$ cat src/rtl/mem_ctrl_pkg.sv
// Shared types and constants for the memory array controller.
// Contents: FSM state encoding and the array strobe polarities.
package mem_ctrl_pkg;

    typedef enum logic [2:0] {
        IDLE,
        SETUP,
        ACCESS,
        HOLD,
        RESP
    } ctrl_state_t;

    // Array rw convention
    localparam logic RW_WRITE = 1'b1;
    localparam logic RW_READ  = 1'b0;

    // Word select polarity (active-low)
    localparam logic SEL_ON  = 1'b0;
    localparam logic SEL_OFF = 1'b1;

endpackage

$ cat src/rtl/mem_sel_decoder.sv
// Combinational one-cold word-select decoder.
// Ports:
//   addr_i    - word address
//   en_i      - decode enable; all selects stay off when low
//   sel_n_c_o - per-word select, active-low, at most one bit low
//   oor_c_o   - address is outside the populated word range
module mem_sel_decoder
    import mem_ctrl_pkg::*;
#(
    parameter int unsigned ADDR_W = 4,
    parameter int unsigned DEPTH  = 16
) (
    input  logic [ADDR_W-1:0] addr_i,
    input  logic              en_i,
    output logic [DEPTH-1:0]  sel_n_c_o,
    output logic              oor_c_o
);

    // Out-of-range addresses never match a populated word, so no select fires.
    always_comb begin
        oor_c_o = (32'(addr_i) >= DEPTH);
        for (int unsigned i = 0; i < DEPTH; i++) begin
            sel_n_c_o[i] = (en_i && (addr_i == ADDR_W'(i))) ? SEL_ON : SEL_OFF;
        end
    end

endmodule

$ cat src/rtl/mem_array_ctrl.sv
// Sequencing controller for the word-based memory array.
// Takes one read/write request at a time, drives the array strobes through
// SETUP -> ACCESS -> HOLD phases and returns the result on a response channel.
// Ports:
//   clk, rst                        - clock, async active-high reset
//   req_valid/req_ready             - request handshake (ready only in IDLE)
//   req_write, req_addr, req_wdata  - request payload
//   rsp_valid/rsp_ready             - response handshake
//   rsp_rdata, rsp_err              - read data (0 on writes/errors), address error
//   arr_sel_n, arr_rw, arr_din      - array strobes and write data
//   arr_dout                        - data from the selected word
module mem_array_ctrl
    import mem_ctrl_pkg::*;
#(
    parameter int unsigned DATA_W     = 8,
    parameter int unsigned ADDR_W     = 4,
    parameter int unsigned DEPTH      = 16,
    parameter int unsigned SETUP_CYC  = 1,
    parameter int unsigned ACCESS_CYC = 2
) (
    input  logic              clk,
    input  logic              rst,
    input  logic              req_valid,
    output logic              req_ready,
    input  logic              req_write,
    input  logic [ADDR_W-1:0] req_addr,
    input  logic [DATA_W-1:0] req_wdata,
    output logic              rsp_valid,
    input  logic              rsp_ready,
    output logic [DATA_W-1:0] rsp_rdata,
    output logic              rsp_err,
    output logic [DEPTH-1:0]  arr_sel_n,
    output logic              arr_rw,
    output logic [DATA_W-1:0] arr_din,
    input  logic [DATA_W-1:0] arr_dout
);

    localparam int unsigned MAX_CYC = (SETUP_CYC > ACCESS_CYC) ? SETUP_CYC : ACCESS_CYC;
    localparam int unsigned CNT_W   = $clog2(MAX_CYC + 1);

    // Parameter legality
    if (SETUP_CYC < 1) begin : g_bad_setup
        $error("mem_array_ctrl: SETUP_CYC must be >= 1");
    end
    if (ACCESS_CYC < 1) begin : g_bad_access
        $error("mem_array_ctrl: ACCESS_CYC must be >= 1");
    end
    if ((DEPTH < 1) || (64'(DEPTH) > (64'd1 << ADDR_W))) begin : g_bad_depth
        $error("mem_array_ctrl: DEPTH must be in 1 .. 2**ADDR_W");
    end

    ctrl_state_t       state_q, state_d;
    logic [CNT_W-1:0]  cnt_q, cnt_d;
    logic [ADDR_W-1:0] addr_q, addr_d;
    logic [DEPTH-1:0]  sel_n_q, sel_n_d;
    logic              rw_q, rw_d;
    logic [DATA_W-1:0] din_q, din_d;
    logic              rsp_valid_q, rsp_valid_d;
    logic [DATA_W-1:0] rdata_q, rdata_d;
    logic              err_q, err_d;
    logic              req_ready_q;

    logic              dec_en;
    logic [DEPTH-1:0]  dec_sel_n;
    logic              dec_oor;

    mem_sel_decoder #(
        .ADDR_W (ADDR_W),
        .DEPTH  (DEPTH)
    ) u_dec (
        .addr_i    (addr_q),
        .en_i      (dec_en),
        .sel_n_c_o (dec_sel_n),
        .oor_c_o   (dec_oor)
    );

    // Next-state and next-output logic
    always_comb begin
        state_d     = state_q;
        cnt_d       = cnt_q;
        addr_d      = addr_q;
        sel_n_d     = sel_n_q;
        rw_d        = rw_q;
        din_d       = din_q;
        rsp_valid_d = rsp_valid_q;
        rdata_d     = rdata_q;
        err_d       = err_q;
        dec_en      = 1'b0;

        unique case (state_q)
            IDLE: begin
                if (req_valid) begin
                    addr_d  = req_addr;
                    rw_d    = req_write ? RW_WRITE : RW_READ;
                    din_d   = req_write ? req_wdata : '0;
                    cnt_d   = CNT_W'(SETUP_CYC - 1);
                    state_d = SETUP;
                end
            end
            SETUP: begin
                if (cnt_q == '0) begin
                    // Select and error flag are decided together on ACCESS entry
                    dec_en  = 1'b1;
                    sel_n_d = dec_sel_n;
                    err_d   = dec_oor;
                    cnt_d   = CNT_W'(ACCESS_CYC - 1);
                    state_d = ACCESS;
                end else begin
                    cnt_d = cnt_q - CNT_W'(1);
                end
            end
            ACCESS: begin
                if (cnt_q == '0) begin
                    sel_n_d = {DEPTH{SEL_OFF}};
                    // Read data captured on the edge closing the select window
                    if ((rw_q == RW_READ) && !err_q) begin
                        rdata_d = arr_dout;
                    end
                    state_d = HOLD;
                end else begin
                    cnt_d = cnt_q - CNT_W'(1);
                end
            end
            HOLD: begin
                rsp_valid_d = 1'b1;
                state_d     = RESP;
            end
            RESP: begin
                if (rsp_ready) begin
                    rsp_valid_d = 1'b0;
                    rdata_d     = '0;
                    err_d       = 1'b0;
                    rw_d        = RW_READ;
                    din_d       = '0;
                    state_d     = IDLE;
                end
            end
            default: begin
                state_d = IDLE;
            end
        endcase
    end

    // State and registered outputs; reset releases selects asynchronously
    always_ff @(posedge clk or posedge rst) begin
        if (rst) begin
            state_q     <= IDLE;
            cnt_q       <= '0;
            addr_q      <= '0;
            sel_n_q     <= {DEPTH{SEL_OFF}};
            rw_q        <= RW_READ;
            din_q       <= '0;
            rsp_valid_q <= 1'b0;
            rdata_q     <= '0;
            err_q       <= 1'b0;
            req_ready_q <= 1'b1;
        end else begin
            state_q     <= state_d;
            cnt_q       <= cnt_d;
            addr_q      <= addr_d;
            sel_n_q     <= sel_n_d;
            rw_q        <= rw_d;
            din_q       <= din_d;
            rsp_valid_q <= rsp_valid_d;
            rdata_q     <= rdata_d;
            err_q       <= err_d;
            req_ready_q <= (state_d == IDLE);
        end
    end

    assign req_ready = req_ready_q;
    assign rsp_valid = rsp_valid_q;
    assign rsp_rdata = rdata_q;
    assign rsp_err   = err_q;
    assign arr_sel_n = sel_n_q;
    assign arr_rw    = rw_q;
    assign arr_din   = din_q;

endmodule
$ cat config.mk
export PLATFORM = sky130hd
export DESIGN_NAME = mem_array_ctrl
export DESIGN_NICKNAME = d
export VERILOG_FILES = /design/src/rtl/mem_ctrl_pkg.sv /design/src/rtl/mem_sel_decoder.sv /design/src/rtl/mem_array_ctrl.sv
export SDC_FILE = /design/constraint.sdc
export NUM_CORES = 1
export LEC_CHECK = 0
export CORE_MARGIN = 2
export CORE_UTILIZATION = 30
export CTS_BUF_LIST = sky130_fd_sc_hd__clkbuf_16
export DETAILED_ROUTE_END_ITERATION = 7
export HOLD_SLACK_MARGIN = 0.08
export SLEW_MARGIN = 10
export SYNTH_ARGS = -nofsm -noshare
export SYNTH_HDL_FRONTEND = slang
export SYNTH_HIERARCHICAL = 1
export SYNTH_SLANG_ARGS = --single-unit
$ cat constraint.sdc
create_clock -name clk -period 5.4 [get_ports clk]
set_input_delay 1.08 -clock clk [delete_from_list [all_inputs] [get_ports clk]]
set_output_delay 1.08 -clock clk [all_outputs]
set_load 0.005 [all_outputs]
==> reports/results.tsv <==
metric	value	unit
fin_ws	2.670	ns
fin_crit	2.730	ns
ys.warnings.count	6	
numCtsBuffers	5	
drt_wl_total	4.372	mm
area_delta_synth_final	39.56	%
dieArea	7509	µm²
crit_slowest_cell	nand4bb_1	
start_util	0.3050	
clock-skew-final	0.004796	ns
final_area	2860	µm²
tightestPinTransition	1.125	ns
total_power	1.437	mW
cp-end-kind	flop	
setup_viol	0	
placedCellCount	308	
ys.flop_type	dfrtp_1	
via_count	1470	
cts_max_level	2	
cp-start-kind	flop	
cts_setup_buffers	0	
place_ws	2.547	ns
die_w	86.66	µm
cp_common_cell	o22a_1	
antenna_cells	0	
grt_pass1_vias	1463	
drc_errors	0	
critPathMaxFanout	19	
slowest_delay	0.73	ns
cts_resized	0	
peakVddDrop	199.2	µV
drive_above_1_share	0.1271	
synth_edf_count	0	
coreArea	6719	µm²
synthArstFlopShare	1.000	
reg2reg_depth	9	
status	finished clean	
die_h	86.66	µm
ant_nets	0	
syn_area	2049	µm²
grt-ovfl-total	0	
first_pass_iters	4	
yosysSeqAreaShare	0.5598	
drv_slew	0	
rsz0062_at_grt	false	
drv_cap	0	
post_drt_wl_per_cell	13.84	µm
path_clk_slew	0.06	ns
holdBufCountCts	0	
ys_seq_elements	45	
grt_max_degree	46	
hold_viol_final	0	
vias_per_cell	4.652	
synth_nets	206	
fmax	366.3	MHz
grt_pass1_wl	7.293	mm
fin_setup_tns	0	ns
cp.required	5.61	ns
grt_usage	0.1227	
period_share	0.5056	
avgSynthCellArea	11.45	µm²
fin_hold_ws	0.5104	ns
cts_sinks	45	
relSlewSlack	0.2497	
p_per_area	502.5	nW/µm²
final_util	0.4257	
drtIter0Drc	47	
gp_congestion	0.7338	
place_area	2694	µm²
hold_path.class	reg -> reg	
rrSetupSlack	2.67	ns
cts_tree	yes	
cp_cell_sequence	inv_1 -> ha_1 -> nand4bb_1 -> inv_2 -> nor3b_2 -> nand2_1 -> nand2b_1 -> o22a_1 -> o22a_1	
layout_commonest_cell	clkdlybuf4s50_1	
antenna_found_initial	0	
leakage	1.219	nW
ios	61	
ys_types	41	
cp.arrival	2.94	ns
rows	30	
final_cell_mix	60 x clkdlybuf4s50_1, 28 x dfrtp_1, 21 x nand2_1, 17 x o22a_1, 17 x dfstp_2	
n_fill_cell	631	
clockBufferDepth	2	
io_buffers	60	
place_hpwl	3.062	mm
syn_inst	179	
nets	262	
fin_cells	316	
clkLatencyLatePin	0.28	ns
cts_root_buf	clkbuf_16	
critPathKind	reg -> reg	
min_delay_path_depth	1	
## cell type report
class	count	area, µm²	area share
Sequential cell	45	1147	0.4011
Tap cell	80	100.1	0.03500
Timing Repair Buffer	61	608.1	0.2126
Clock inverter	3	41.29	0.01444
Clock buffer	5	125.1	0.04374
Multi-Input combinational cell	107	782.0	0.2734
Inverter	15	56.30	0.01969
## worst max-delay path, delay by kind of cell (launching register included)
family	cells	cell delay [ns]
compound gates	2	0.36
fa+ha+maj	1	0.27
buf+inv	2	0.32
flops	1	0.41
simple gates	4	1.30
## layer usage
metal  vias to the layer above  part of all wire  track usage
met1                       693              0.49       0.1708
met4                         0            0.0066      0.03409
met2                        28              0.47       0.1902
met3                         5             0.033      0.03048
li1                        744                 -            -
met5                         -                 0            0
## cell usage after synthesis, drive strengths merged (2+ instances only)
cell,number,area share
and3b,2,0.0085
nand2,21,0.038
ha,2,0.012
o21ai,4,0.0098
dfstp,17,0.22
mux2,5,0.027
and2b,2,0.0085
o22a,17,0.073
nand4bb,2,0.011
dfrtp,28,0.34
a22o,8,0.034
nand3,4,0.0098
nor3,2,0.0049
a2111oi,2,0.0092
nand2b,4,0.012
buf,12,0.031
mux2i,9,0.044
a21oi,6,0.015
inv,15,0.027
## registers in the layout, indices dropped and copies added, names as in the netlist
name / cells
arr_sel_n: 16
rsp_err: 1
arr_din: 8
rsp_rdata: 8
state_q: 3
req_ready: 1
rsp_valid: 1
addr_q: 4
cnt_q: 2
arr_rw: 1
## logic make-up (layout without fill, tap and decap cells)
group / count (synthesis) / in the layout / share of synthesized area
and+or+nand+nor: 47 / 47 / 0.1337
muxes: 14 / 14 / 0.07143
other: 1 / 1 / 0.001830
buffers and inverters: 27 / 84 / 0.05861
AOI/OAI and AO/OA: 43 / 43 / 0.1624
adders and majority gates: 2 / 2 / 0.01221
DFF: 45 / 45 / 0.5598
## report_power, final
| part | total, mW | internal (mW) | leakage, nW | switching, mW |
|---|---|---|---|---|
| Combinational | 0.516 | 0.296 | 0.608 | 0.220 |
| Sequential | 0.581 | 0.464 | 0.534 | 0.117 |
| Clock | 0.340 | 0.217 | 0.0775 | 0.124 |
| Total | 1.44 | 0.976 | 1.22 | 0.461 |
## worst paths after layout
check | startpoint | end
min in group asynchronous | rst | rsp_rdata[5]
min reg2reg | arr_din[3] | arr_din[3]
max in group asynchronous | rst | req_ready
max reg2reg | cnt_q[0] | arr_sel_n[8]
max | cnt_q[0] | arr_sel_n[8]
min | arr_din[3] | arr_din[3]
Note: power is estimated with default switching activity, not from simulation.
